[config.mk]
export PLATFORM = sky130hd
export DESIGN_NAME = uart_rx_flat
export DESIGN_NICKNAME = d
export VERILOG_FILES = /design/src/rtl/uart_rx_if.sv /design/src/rtl/uart_rx.sv /design/src/flat_wrapper.sv
export SDC_FILE = /design/constraint.sdc
export NUM_CORES = 1
export LEC_CHECK = 0
export BUFFER_PORTS_ARGS = -buffer_cell sky130_fd_sc_hd__buf_2
export CELL_PAD_IN_SITES_DETAIL_PLACEMENT = 0
export CELL_PAD_IN_SITES_GLOBAL_PLACEMENT = 1
export CORE_ASPECT_RATIO = 2
export CORE_MARGIN = 2
export CORE_UTILIZATION = 42
export DETAILED_ROUTE_END_ITERATION = 8
export GPL_ROUTABILITY_DRIVEN = 0
export PLACE_DENSITY = 0.72
export SLEW_MARGIN = 10
export SYNTH_ARGS = -nofsm -noshare
export SYNTH_HDL_FRONTEND = slang
export SYNTH_SLANG_ARGS = --single-unit
[constraint.sdc]
create_clock -name clk -period 1.8 [get_ports clk]
set_clock_uncertainty 0.05 [all_clocks]
set_input_delay 0.36 -clock clk [delete_from_list [all_inputs] [get_ports clk]]
set_output_delay 0.36 -clock clk [all_outputs]
set_load 0.02 [all_outputs]
[src/rtl/uart_rx_if.sv]
// Consumer-side bus of the UART receiver: received byte, strobes, ack and status.
// Parity ports exist only when UART_RX_PARITY_EN is defined.
interface uart_rx_if #(
    parameter int DATA_BITS = 8
);
    logic [DATA_BITS-1:0] RxD_data;
    logic                 RxD_ready;
    logic                 RxD_ack;
    logic                 frame_err;
    logic                 overrun;
    logic                 Busy;
`ifdef UART_RX_PARITY_EN
    logic                 parity_odd;
    logic                 parity_err;
`endif

    // master = the receiver producing bytes, slave = the consumer reading them
    modport master (
        output RxD_data, RxD_ready, frame_err, overrun, Busy,
`ifdef UART_RX_PARITY_EN
        output parity_err,
        input  parity_odd,
`endif
        input  RxD_ack
    );

    modport slave (
        input  RxD_data, RxD_ready, frame_err, overrun, Busy,
`ifdef UART_RX_PARITY_EN
        input  parity_err,
        output parity_odd,
`endif
        output RxD_ack
    );
endinterface

[src/rtl/uart_rx.sv]
// UART receiver: synchronized, oversampled line; mid-bit sampling, LSB first;
// byte with ready pulse, framing and overrun flags. Parity via UART_RX_PARITY_EN.
//
// state       | meaning
// S_IDLE      | line idle, waiting for a tick with rxs low
// S_START     | counting to mid start bit, rejecting glitches
// S_DATA      | sampling DATA_BITS data bits at mid bit
// S_PARITY    | sampling the parity bit (parity build only)
// S_STOP      | sampling the stop bit
// S_WAIT_HIGH | framing error seen, waiting for the line to return high
module uart_rx #(
    parameter int DATA_BITS  = 8,
    parameter int OVERSAMPLE = 16
) (
    input  logic      clk,
    input  logic      rst,
    input  logic      RxD,
    input  logic      SampleTick,
    uart_rx_if.master bus
);
    localparam int TW = $clog2(OVERSAMPLE);
    localparam int BW = $clog2(DATA_BITS + 1);
    localparam logic [TW-1:0] HALF_M1  = TW'(OVERSAMPLE / 2 - 1);
    localparam logic [TW-1:0] FULL_M1  = TW'(OVERSAMPLE - 1);
    localparam logic [BW-1:0] LAST_BIT = BW'(DATA_BITS - 1);

    typedef enum logic [2:0] {
        S_IDLE      = 3'd0,
        S_START     = 3'd1,
        S_DATA      = 3'd2,
`ifdef UART_RX_PARITY_EN
        S_PARITY    = 3'd3,
`endif
        S_STOP      = 3'd4,
        S_WAIT_HIGH = 3'd5
    } state_t;

    state_t               state, state_nx;
    logic                 rx_meta, rxs;
    logic [TW-1:0]        tick_cnt, tick_cnt_nx;
    logic [BW-1:0]        bit_cnt, bit_cnt_nx;
    logic [DATA_BITS-1:0] shreg, shreg_nx;
    logic [DATA_BITS-1:0] data_q;
    logic                 ready_q, ferr_q, pending, ovr_q;
    logic                 stop_mid, deliver, ferr_now, busy;
`ifdef UART_RX_PARITY_EN
    logic                 par_bit, par_bit_nx, par_odd_q, par_odd_nx;
    logic                 perr_now, perr_q;
`endif

    always_ff @(posedge clk or posedge rst) begin
        if (rst) begin
            rx_meta   <= 1'b1;
            rxs       <= 1'b1;
            state     <= S_IDLE;
            tick_cnt  <= '0;
            bit_cnt   <= '0;
            shreg     <= '0;
`ifdef UART_RX_PARITY_EN
            par_bit   <= 1'b0;
            par_odd_q <= 1'b0;
`endif
        end else begin
            rx_meta   <= RxD;
            rxs       <= rx_meta;
            state     <= state_nx;
            tick_cnt  <= tick_cnt_nx;
            bit_cnt   <= bit_cnt_nx;
            shreg     <= shreg_nx;
`ifdef UART_RX_PARITY_EN
            par_bit   <= par_bit_nx;
            par_odd_q <= par_odd_nx;
`endif
        end
    end

    always_comb begin
        state_nx    = state;
        tick_cnt_nx = tick_cnt;
        bit_cnt_nx  = bit_cnt;
        shreg_nx    = shreg;
`ifdef UART_RX_PARITY_EN
        par_bit_nx  = par_bit;
        par_odd_nx  = par_odd_q;
`endif
        if (SampleTick) begin
            case (state)
                S_IDLE: begin
                    if (!rxs) begin
                        state_nx    = S_START;
                        tick_cnt_nx = '0;
                    end
                end
                S_START: begin
                    if (tick_cnt == HALF_M1) begin
                        if (rxs) begin
                            state_nx = S_IDLE;
                        end else begin
                            state_nx    = S_DATA;
                            tick_cnt_nx = '0;
                            bit_cnt_nx  = '0;
`ifdef UART_RX_PARITY_EN
                            par_odd_nx  = bus.parity_odd;
`endif
                        end
                    end else begin
                        tick_cnt_nx = tick_cnt + TW'(1);
                    end
                end
                S_DATA: begin
                    if (tick_cnt == FULL_M1) begin
                        shreg_nx    = {rxs, shreg[DATA_BITS-1:1]};
                        tick_cnt_nx = '0;
                        bit_cnt_nx  = bit_cnt + BW'(1);
                        if (bit_cnt == LAST_BIT) begin
`ifdef UART_RX_PARITY_EN
                            state_nx = S_PARITY;
`else
                            state_nx = S_STOP;
`endif
                        end
                    end else begin
                        tick_cnt_nx = tick_cnt + TW'(1);
                    end
                end
`ifdef UART_RX_PARITY_EN
                S_PARITY: begin
                    if (tick_cnt == FULL_M1) begin
                        par_bit_nx  = rxs;
                        tick_cnt_nx = '0;
                        state_nx    = S_STOP;
                    end else begin
                        tick_cnt_nx = tick_cnt + TW'(1);
                    end
                end
`endif
                S_STOP: begin
                    // IDLE is re-entered at mid stop bit so back-to-back frames are accepted
                    if (tick_cnt == FULL_M1) begin
                        tick_cnt_nx = '0;
                        state_nx    = rxs ? S_IDLE : S_WAIT_HIGH;
                    end else begin
                        tick_cnt_nx = tick_cnt + TW'(1);
                    end
                end
                S_WAIT_HIGH: begin
                    if (rxs) state_nx = S_IDLE;
                end
                default: state_nx = S_IDLE;
            endcase
        end
    end

    always_comb begin
        stop_mid = (state == S_STOP) && SampleTick && (tick_cnt == FULL_M1);
        deliver  = stop_mid && rxs;
        ferr_now = stop_mid && !rxs;
        busy     = (state != S_IDLE);
`ifdef UART_RX_PARITY_EN
        perr_now = deliver && ((^{shreg, par_bit}) != par_odd_q);
`endif
    end

    always_ff @(posedge clk or posedge rst) begin
        if (rst) begin
            data_q  <= '0;
            ready_q <= 1'b0;
            ferr_q  <= 1'b0;
            pending <= 1'b0;
            ovr_q   <= 1'b0;
`ifdef UART_RX_PARITY_EN
            perr_q  <= 1'b0;
`endif
        end else begin
            ready_q <= deliver;
            ferr_q  <= ferr_now;
`ifdef UART_RX_PARITY_EN
            perr_q  <= perr_now;
`endif
            // an ack coinciding with a new byte retires the old one, so no overrun
            if (deliver) begin
                data_q  <= shreg;
                pending <= 1'b1;
                ovr_q   <= bus.RxD_ack ? 1'b0 : (ovr_q | pending);
            end else if (bus.RxD_ack) begin
                pending <= 1'b0;
                ovr_q   <= 1'b0;
            end
        end
    end

    assign bus.RxD_data  = data_q;
    assign bus.RxD_ready = ready_q;
    assign bus.frame_err = ferr_q;
    assign bus.overrun   = ovr_q;
    assign bus.Busy      = busy;
`ifdef UART_RX_PARITY_EN
    assign bus.parity_err = perr_q;
`endif
endmodule

[src/flat_wrapper.sv]
// flat-port wrapper written by rule: the top's interface ports become plain ports
module uart_rx_flat 
#(
    parameter int DATA_BITS  = 8,
    parameter int OVERSAMPLE = 16
)
  (clk, rst, RxD, SampleTick, bus_RxD_data, bus_RxD_ready, bus_frame_err, bus_overrun, bus_Busy, bus_RxD_ack);
  uart_rx_if #(.DATA_BITS(DATA_BITS)) bus_i ();
  input  logic clk;
  input  logic rst;
  input  logic RxD;
  input  logic SampleTick;
  output wire logic [$bits(bus_i.RxD_data)-1:0] bus_RxD_data;
  output wire logic [$bits(bus_i.RxD_ready)-1:0] bus_RxD_ready;
  output wire logic [$bits(bus_i.frame_err)-1:0] bus_frame_err;
  output wire logic [$bits(bus_i.overrun)-1:0] bus_overrun;
  output wire logic [$bits(bus_i.Busy)-1:0] bus_Busy;
  input wire logic [$bits(bus_i.RxD_ack)-1:0] bus_RxD_ack;
  assign bus_RxD_data = bus_i.RxD_data;
  assign bus_RxD_ready = bus_i.RxD_ready;
  assign bus_frame_err = bus_i.frame_err;
  assign bus_overrun = bus_i.overrun;
  assign bus_Busy = bus_i.Busy;
  assign bus_i.RxD_ack = bus_RxD_ack;
  uart_rx #(.DATA_BITS(DATA_BITS), .OVERSAMPLE(OVERSAMPLE)) u_core (.clk(clk), .rst(rst), .RxD(RxD), .SampleTick(SampleTick), .bus(bus_i));
endmodule
# Word-level counts from Yosys, hierarchy flattened
# Index checks and enable logic that the tools add are counted.
[word_totals]
regBits = 33
latch_bits = 0
mem_bits_rw = 0
mem_bits_ro = 0
in_bits = 5
out_inout_bits = 12
wordCells = 64
n_memories = 0
[classes]
addsub = 2
mul = 0
n_div = 0
order_cmp = 0
n_eq_ne = 14
n_shift = 0
n_mux = 21
bitwise_logic = 1
n_reduce_logical = 15
[ops]
columns = ["op", "n"]
rows = [
  ["$mux 4", 6],
  ["$mux 3", 7],
  ["$pmux 3 s5", 1],
  ["$pmux 4 s3", 1],
  ["$ne 2x1->1 const B", 5],
  ["$add 4x1->4 const B", 2],
  ["$eq 4x3->1 const B", 2],
  ["$pmux 4 s2", 1],
  ["$reduce_and 7->1", 1],
  ["$eq 3x3->1 const B", 2],
  ["$reduce_bool 3->1", 2],
  ["$reduce_and 5->1", 1],
  ["$eq 4x4->1 const B", 1],
  ["$logic_and 1x1->1", 4],
  ["$mux 1", 4],
  ["$ne 2x2->1 const B", 2],
  ["$reduce_bool 2->1", 2],
  ["$eq 3x1->1 const B", 1],
  ["$eq 3x2->1 const B", 1],
  ["$logic_not 3->1", 1],
  ["$reduce_and 3->1", 1],
  ["$mux 2", 1],
  ["$reduce_and 2->1", 1],
  ["$reduce_or 2->1", 1],
  ["other kinds (2)", 2],
]

# Logic depth before layout (Yosys ltp)
# Gate-level depths: netlist (run 1).
[logic_depth]
depth_word = 5
ltp_mapped = 6
depth_no_buf = 5

# Worst setup path after synthesis (run 1)
# Ideal clock, no wire load.
[synth_timing]
kind = "register -> register"
from = "register u_core.tick_cnt[0]"
to = "register u_core.data_q[0] (netlist: u_core.bus.RxD_data[0])"
setup_ns = 0.125
t_arrival_ns = 1.490
required_ns = 1.625
slack_ns = 0.135
stages_incl_launch_ff = 6
synth_period_minus_slack_ns = 1.665
path_cell_list = "dfrtp_1 > ha_1 > nand2_2 > nor4_4 > buf_6 > mux2_4"
[synth_between]
elab_chain_len = 3
[synth_rtl]
columns = ["element", "line", "text"]
rows = [
  ["start: declaration", "uart_rx.sv:40", "logic [TW-1:0] tick_cnt, tick_cnt_nx;"],
  ["start signal: assignment", "uart_rx.sv:67", "tick_cnt <= tick_cnt_nx;"],
  ["$eq 4x4->1", "uart_rx.sv:155", "stop_mid = (state == S_STOP) && SampleTick && (tick_cnt == FULL_M1);"],
  ["$logic_and 1x1->1", "uart_rx.sv:155", ""],
  ["$logic_and 1x1->1", "uart_rx.sv:156", "deliver = stop_mid && rxs;"],
  ["net u_core.deliver", "uart_rx.sv:45", "logic stop_mid, deliver, ferr_now, busy;"],
  ["end signal: assignment", "uart_rx.sv:182", "data_q <= shreg;"],
  ["end: declaration", "uart_rx.sv:43", "logic [DATA_BITS-1:0] data_q;"],
]
# The timed path passes the listed nets, and every way through them passes these cells.
# A chain may end at the register's enable or synchronous reset.

# Worst setup path after layout (run 1)
[layout_timing]
from = "register u_core.rxs"
to = "register u_core.data_q[2] (netlist: u_core.bus.RxD_data[2])"
[layout_between]
elab_chain_len = 1
[layout_rtl]
columns = ["element", "line", "text"]
rows = [
  ["start: declaration", "uart_rx.sv:39", "logic rx_meta, rxs;"],
  ["start signal: assignment", "uart_rx.sv:65", "rxs <= rx_meta;"],
  ["$logic_and 1x1->1", "uart_rx.sv:156", ""],
]
# Every way passes these cells.

==> results.cfg, run 1 <==
[run_status]
run_status = complete, no violations

[placement]
numPortBuffers = 16
place.detailed.instances = 208
place_ws_ns = -0.0581
detailedPlacementHpwl_um = 2430

[final_layout]
design.final.nets = 171
drive_gt1_frac = 0.436
post-route-util = 0.503
finish.cell_count_without_fillers = 216
antenna_cells_inserted = 0
flow.area_growth_from_synthesis_pct = 16.4

[routing]
detail_route.drc_violations = 0
drt-initial-drc-count = 5
dr_total_vias = 1127
drt.antenna.violating_nets = 0
detailedRoute.firstPassIterationCount = 4
avgViaCountPerCell = 5.22
postRouteWirelength_um = 3230
detail_route.wl_per_cell_um = 15.0

[floorplan]
die_y_um = 92.9
dieWidth_um = 48.5
die_area_um2 = 4500
fp.coreArea_um2 = 3840
std_cell_rows = 32
ios = 17
floorplan.initialDensity = 0.432

[logic_synthesis]
post_synthesis_cell_type_count = 49
synth.top_cells.by_count = sky130_fd_sc_hd__dfrtp_1 (31), sky130_fd_sc_hd__mux2_2 (11), sky130_fd_sc_hd__o21ai_0 (10), sky130_fd_sc_hd__nand2_1 (8), sky130_fd_sc_hd__mux2_4 (7)
syn-instance-count = 137
synth_top_cell_area_share = 0.467
yosys-top-cells-area = sky130_fd_sc_hd__dfrtp_1 (47%), sky130_fd_sc_hd__mux2_2 (7.5%), sky130_fd_sc_hd__mux2_4 (6.3%)
synth_ff_type = sky130_fd_sc_hd__dfrtp_1
yosysSeqAreaShare = 0.499
synthesis.area_per_instance_um2 = 12.1
synth_area_leader_cell = sky130_fd_sc_hd__dfrtp_1
synth_async_sr_flop_share = 1.00
postSynthRegisterBits = 33
syn_area_um2 = 1660
synth.yosys.warnings = 0
yosysMostFrequentCell = sky130_fd_sc_hd__dfrtp_1
syn-num-nets = 144
synth_enable_flop_cells = 0

[timing]
total_count_of_max_transition_violations_in_the_final_report = 0
final_period_minus_worst_setup_slack_ns = 1.76
final_hold_viol_count = 0
setup_repair_after_global_routing_missed_its_margin = false
tightestPinTransition_ns = 0.437
hold_ws_ns = 0.0948
finalSetupViolCount = 0
setup_slack_ns = 0.0383
achievable-frequency_mhz = 568
min_period_over_period = 0.979
slew_headroom = 0.707
finalSetupTns_ns = 0

[setup_path]
worst_ep_arrival_time_ns = 1.88
worst-r2r-cell-count = 4
cp_data_required_time_ns = 1.92
critPathLaunchType = register
crit_path_max_fanout = 11
timing.setup.critical_path_class = reg2reg
worstSetupEndpointType = register

[global_route]
grt.overflow.total = 0
number_of_global_route_vias_before_repair = 1209
grt_max_degree = 34
global_route_wire_length_before_repair_um = 5640
antenna_found_initial = 0
gr-usage-all-layers = 0.166

[pwr]
power_density_nw_per_um2 = 1000
vdd_drop_max_mv = 0.555
leakage_nw = 0.958

[clocking]
cts-buffers-inserted = 5
cts.clk_slew.worst_paths_ns = 0.07
clkSinkCount = 33
cts_hold_buf = 0
tritoncts = yes
max-clock-path-buffers = 2
clk-insertion-delay-late_ns = 0.28
cts.root.buffer_cell = sky130_fd_sc_hd__clkbuf_8
ctsHtreeMaxLevel = 2

[flow_run]
drv.max_cap_violation_count = 0

[hold_path]
min_path_type = in2async
==> state kept, by name (all words and copies together) (netlist names), 3 cells and up <==
register             cells
u_core.tick_cnt          4
u_core.bit_cnt           4
u_core.bus.RxD_data      8
u_core.shreg             8
u_core.state             3
==> critical path, cell delays in order, from the launching register on <==
cell and delay [ns]:
sky130_fd_sc_hd__dfstp_2 0.63, sky130_fd_sc_hd__nand2b_4 0.07, sky130_fd_sc_hd__nor4_4 0.37, sky130_fd_sc_hd__buf_12 0.19
sky130_fd_sc_hd__mux2_2 0.33
==> power breakdown <==
group	total, mW	internal (mW)	switching, mW
clock	0.544	0.267	0.278
sequential	0.906	0.803	0.104
combinational	0.486	0.258	0.228
==> stage by stage <==
step           power [mW]  area [um2]
5_1_grt              2.05        1930
4_1_cts              1.93        1910
2_1_floorplan        1.24        1660
6_report             1.94        1930
3_3_place_gp         1.35        1820
3_5_place_dp         1.37        1820
==> path summary, 6_finish.rpt <==
path                                                from                                 end  slack (ns)
worst max-delay path                u_core.rxs$_DFF_PP1_  u_core.bus.RxD_data[2]$_DFFE_PP0P_        0.04
worst min register to register  u_core.rx_meta$_DFF_PP1_                u_core.rxs$_DFF_PP1_        0.31
worst max register to register      u_core.rxs$_DFF_PP1_  u_core.bus.RxD_data[2]$_DFFE_PP0P_        0.04
max in group asynchronous                            rst            u_core.rx_meta$_DFF_PP1_        1.28
min in group clk                                     RxD            u_core.rx_meta$_DFF_PP1_        0.12
worst min-delay path                                 rst      u_core.tick_cnt[3]$_DFFE_PP0P_        0.09
==> cell type report <==
type / count / area (um2)
fillers: 377 / 1910
clock buffers: 5 / 68.8
repair buffers: 28 / 183
multi-input cells: 90 / 746
clock inverters: 3 / 17.5
flip-flops and latches: 33 / 831
well taps: 51 / 63.8
inverters: 6 / 22.5
==> cell families (layout without fill, tap and decap cells) <==
kind of cell | count (synthesis) | after routing | share of synthesized area
AOI/OAI and AO/OA | 29 | 29 | 0.115
xor gates and xnor gates | 2 | 2 | 0.0106
adders and majority gates | 2 | 2 | 0.0151
buffers and inverters | 14 | 42 | 0.0640
DFF | 33 | 33 | 0.499
muxes | 18 | 18 | 0.138
and+or+nand+nor | 39 | 39 | 0.159
==> layout by cell type (no fill, tap or decap), drive strengths merged, types with 3 or more instances in the layout <==
cell type / synthesis / routed
dfrtp: 31 / 31
buf: 8 / 28
mux2: 18 / 18
o21ai: 11 / 11
nand2: 9 / 9
inv: 6 / 6
nor2: 5 / 5
clkbuf: 0 / 5
a21oi: 4 / 4
nor3: 4 / 4
nand2b: 3 / 3
==> per-layer routing <==
metal,wire length [um],vias up,part of all wire,global-route usage
li1,-,541,-,-
met3,80,10,0.025,0.0339
met1,1230,550,0.38,0.175
met2,1790,26,0.55,0.295
met5,0,-,0,0
met4,130,0,0.040,0.110
==> repair_timing <==
action / 4_1_cts / 5_1_grt
endpoints found under the setup margin: 12 / 15
buffers inserted: 0 / 0
pin swaps: 0 / 1
resized for setup: 2 / 5
Power figures use the tool's default switching activity.
==> run 2, diff against run 1 <==
--- a/config.mk
+++ b/config.mk
@@ -5,15 +5,17 @@
 export SDC_FILE = /design/constraint.sdc
 export NUM_CORES = 1
 export LEC_CHECK = 0
+export ABC_AREA = 1
 export BUFFER_PORTS_ARGS = -buffer_cell sky130_fd_sc_hd__buf_2
 export CELL_PAD_IN_SITES_DETAIL_PLACEMENT = 0
 export CELL_PAD_IN_SITES_GLOBAL_PLACEMENT = 1
 export CORE_ASPECT_RATIO = 2
 export CORE_MARGIN = 2
-export CORE_UTILIZATION = 42
+export CORE_UTILIZATION = 40
+export CTS_BUF_LIST = sky130_fd_sc_hd__clkbuf_4
 export DETAILED_ROUTE_END_ITERATION = 8
 export GPL_ROUTABILITY_DRIVEN = 0
-export PLACE_DENSITY = 0.72
+export PLACE_DENSITY = 0.75
 export SLEW_MARGIN = 10
 export SYNTH_ARGS = -nofsm -noshare
 export SYNTH_HDL_FRONTEND = slang
==> run 2 against run 1 <==
  * Final cell count increased by 34%
  * Maximum frequency increased by 4.0%
  * Clock power decreased by 24%
  * Utilization decreased by 3.4 points
  * Synthesized cell count increased by 55%
  * Via count increased by 24%
  * Register-to-register slack improved by 0.11 ns
  * Critical endpoint is now bus_Busy
  * Largest cell class unchanged
==> results.cfg, run 2 <==
[run_status]
run_status = complete, no violations

[timing]
total_count_of_max_transition_violations_in_the_final_report = 0
setup_repair_after_global_routing_missed_its_margin = false
achievable-frequency_mhz = 590
finalSetupTns_ns = 0
slew_headroom = 0.720
final_period_minus_worst_setup_slack_ns = 1.69
min_period_over_period = 0.941
final_hold_viol_count = 0
finalSetupViolCount = 0
hold_ws_ns = 0.0517
tightestPinTransition_ns = 0.419

[clocking]
max-clock-path-buffers = 2
cts.root.buffer_cell = sky130_fd_sc_hd__clkbuf_4
clkSinkCount = 33
clk-insertion-delay-late_ns = 0.33
tritoncts = yes
cts-buffers-inserted = 5
ctsHtreeMaxLevel = 2
cts.clk_slew.worst_paths_ns = 0.11
cts_hold_buf = 0

[setup_path]
crit_path_max_fanout = 5
reg2reg_to = u_core.state[2]$_DFFE_PP0P_
worst-r2r-cell-count = 8
worst_ep_arrival_time_ns = 1.28
cp_data_required_time_ns = 1.39
crit-reg2reg-launch = u_core.tick_cnt[0]$_DFFE_PP0P_
cp_slowest_cell = sky130_fd_sc_hd__dfrtp_1
r2r_slack_ns = 0.15
worstSetupEndpointType = output port
critPathTopFamily = flip-flops
cp_cell_instances = nor2_4 -> nand2_1 -> buf_2
critical_path.max_stage_delay_ns = 0.49
critical_path.n_buffers_inverters = 1
timing.setup.critical_path_class = reg2out
critPathLaunchType = register

[global_route]
gr-usage-all-layers = 0.183
grt_max_degree = 34
antenna_found_initial = 0
number_of_global_route_vias_before_repair = 1453
global_route_wire_length_before_repair_um = 6380
grt.overflow.total = 0

[final_layout]
flow.area_growth_from_synthesis_pct = 13.5
design.final.nets = 244
drive_gt1_frac = 0.210
non_filler_cell_area_final_um2 = 1900
n_fill_cell = 450
layout.cells.most_common = sky130_fd_sc_hd__nand2_1
antenna_cells_inserted = 0
mostFrequentLayoutCells = sky130_fd_sc_hd__nand2_1 (81), sky130_fd_sc_hd__dfrtp_1 (30), sky130_fd_sc_hd__nand3_1 (22)

[logic_synthesis]
synth_simple_gate_area_share = 0.349
yosysSeqAreaShare = 0.495
syn_area_um2 = 1670
synth_enable_flop_cells = 0
synth_ff_type = sky130_fd_sc_hd__dfrtp_1
synth_area_leader_cell = sky130_fd_sc_hd__dfrtp_1
synth_xor_area_frac = 0.0157
synth_top_family_by_area = simple AND/OR/NAND/NOR gates
synthesis.area_per_instance_um2 = 7.89
post_synthesis_cell_type_count = 23
synthMuxAreaShare = 0
synth.top_cells.by_count = sky130_fd_sc_hd__nand2_1 (81), sky130_fd_sc_hd__dfrtp_1 (31), sky130_fd_sc_hd__nand3_1 (22), sky130_fd_sc_hd__inv_1 (20), sky130_fd_sc_hd__o21ai_1 (16)
synth_top_cell_area_share = 0.464
adder_and_majority_cell_fraction_of_the_synthesized_area = 0.0150
synth_compound_area_frac = 0.0479
yosysMostFrequentCell = sky130_fd_sc_hd__nand2_1
syn-num-nets = 219
postSynthRegisterBits = 33
syn-instance-count = 212
yosys-top-cells-area = sky130_fd_sc_hd__dfrtp_1 (46%), sky130_fd_sc_hd__nand2_1 (18%), sky130_fd_sc_hd__nand3_1 (6.6%)
synth_async_sr_flop_share = 1.00
synth.yosys.warnings = 0

[routing]
dr_wl_met3_um = 82
postRouteWirelength_um = 3670
dr_total_vias = 1403
detailroute.wirelength.met2_um = 2130
drt.antenna.violating_nets = 0
met1Wirelength_um = 1300
detail_route.wl_per_cell_um = 12.6
topRoutingLayerUsed = met4
detailedRoute.firstPassIterationCount = 4
detail_route.drc_violations = 0
drt-initial-drc-count = 28
avgViaCountPerCell = 4.84

[floorplan]
floorplan.initialDensity = 0.413
die_area_um2 = 4750
ios = 17
die_y_um = 95.5
fp.coreArea_um2 = 4050
dieWidth_um = 49.7
std_cell_rows = 33

[placement]
detailedPlacementHpwl_um = 2870
numPortBuffers = 16
dpl-instance-area_um2 = 1830

[flow_run]
drv.max_cap_violation_count = 0

[pwr]
vdd_drop_max_mv = 0.546
leakage_nw = 1.00
power_density_nw_per_um2 = 1120

[hold_path]
min_path_type = in2async
run 2: changes by cell type after synthesis, sizes merged, moves of 5 or more:
cell | before | now
nand2 | 9 | 84
nand3 | 2 | 25
inv | 6 | 26
mux2 | 18 | 0
nor2 | 5 | 11
o21ai | 11 | 16
run 2: worst max path at each step:
stage	startpoint	to	slack (ns)	cells past startpoint
2_1_floorplan	u_core.tick_cnt[0]$_DFFE_PP0P_	u_core.state[2]$_DFFE_PP0P_	0.34	8
3_3_place_gp	u_core.tick_cnt[0]$_DFFE_PP0P_	u_core.state[1]$_DFFE_PP0P_	0.20	8
3_5_place_dp	u_core.tick_cnt[0]$_DFFE_PP0P_	u_core.state[2]$_DFFE_PP0P_	0.16	8
4_1_cts	u_core.state[0]$_DFFE_PP0P_	bus_Busy	0.02	3
5_1_grt	u_core.tick_cnt[0]$_DFFE_PP0P_	u_core.state[0]$_DFFE_PP0P_	0.007	8
6_report	u_core.state[1]$_DFFE_PP0P_	bus_Busy	0.11	3
run 2: logic make-up after synthesis:
kind of cell	after synthesis
AO/OA/AOI/OAI	16
XOR/XNOR	3
adder cells (fa/ha/maj)	2
buffers and inverters	31
flip-flops	33
AND/OR/NAND/NOR	127
run 2: final cells by class:
type	count	area, um2	share of cell area
clock inverters	2	10.0	0.00527
well taps	52	65.1	0.0343
flip-flops and latches	33	830	0.437
repair buffers	22	125	0.0659
inverters	27	101	0.0534
clock buffers	6	45.0	0.0237
multi-input cells	148	722	0.380
run 2: worst register-to-register path, stage by stage (launching register included):
cell                      delay (ns)
sky130_fd_sc_hd__dfrtp_1        0.44
sky130_fd_sc_hd__ha_1           0.28
sky130_fd_sc_hd__nand3_1        0.18
sky130_fd_sc_hd__nand2_1        0.16
sky130_fd_sc_hd__nand2_1        0.10
sky130_fd_sc_hd__nor2_4         0.13
sky130_fd_sc_hd__nand2_1        0.10
sky130_fd_sc_hd__nand2_1        0.07
sky130_fd_sc_hd__nand2_1        0.04
run 2: metal layers:
layer / up-vias / track usage
li1: 718 / -
met1: 646 / 0.159
met2: 28 / 0.361
met3: 11 / 0.0329
met4: 0 / 0.127
met5: - / 0
run 2: report_power, final:
part | leakage [nW] | internal (mW) | total (mW) | switching (mW)
logic | 0.517 | 0.272 | 0.796 | 0.524
registers | 0.447 | 0.806 | 0.907 | 0.102
clock network | 0.0354 | 0.164 | 0.414 | 0.250
total | 1.00 | 1.24 | 2.12 | 0.876
run 2: repair_timing:
| action | in CTS | in global routing |
|---|---|---|
| buffers inserted | 0 | 0 |
| setup endpoints to repair | 0 | 5 |
| resized for setup | 0 | 3 |
run 2: through the flow:
step | setup WS, ns | cells | power [mW] | util
after floorplan | 0.340 | 212 | 1.47 | -
after global placement | 0.198 | 282 | 1.72 | 0.453
after detailed placement | 0.157 | 282 | 1.70 | 0.453
after CTS | 0.0241 | 290 | 2.13 | 0.467
after global routing | 0.00730 | 290 | 2.30 | 0.469
final | 0.106 | 290 | 2.12 | 0.469
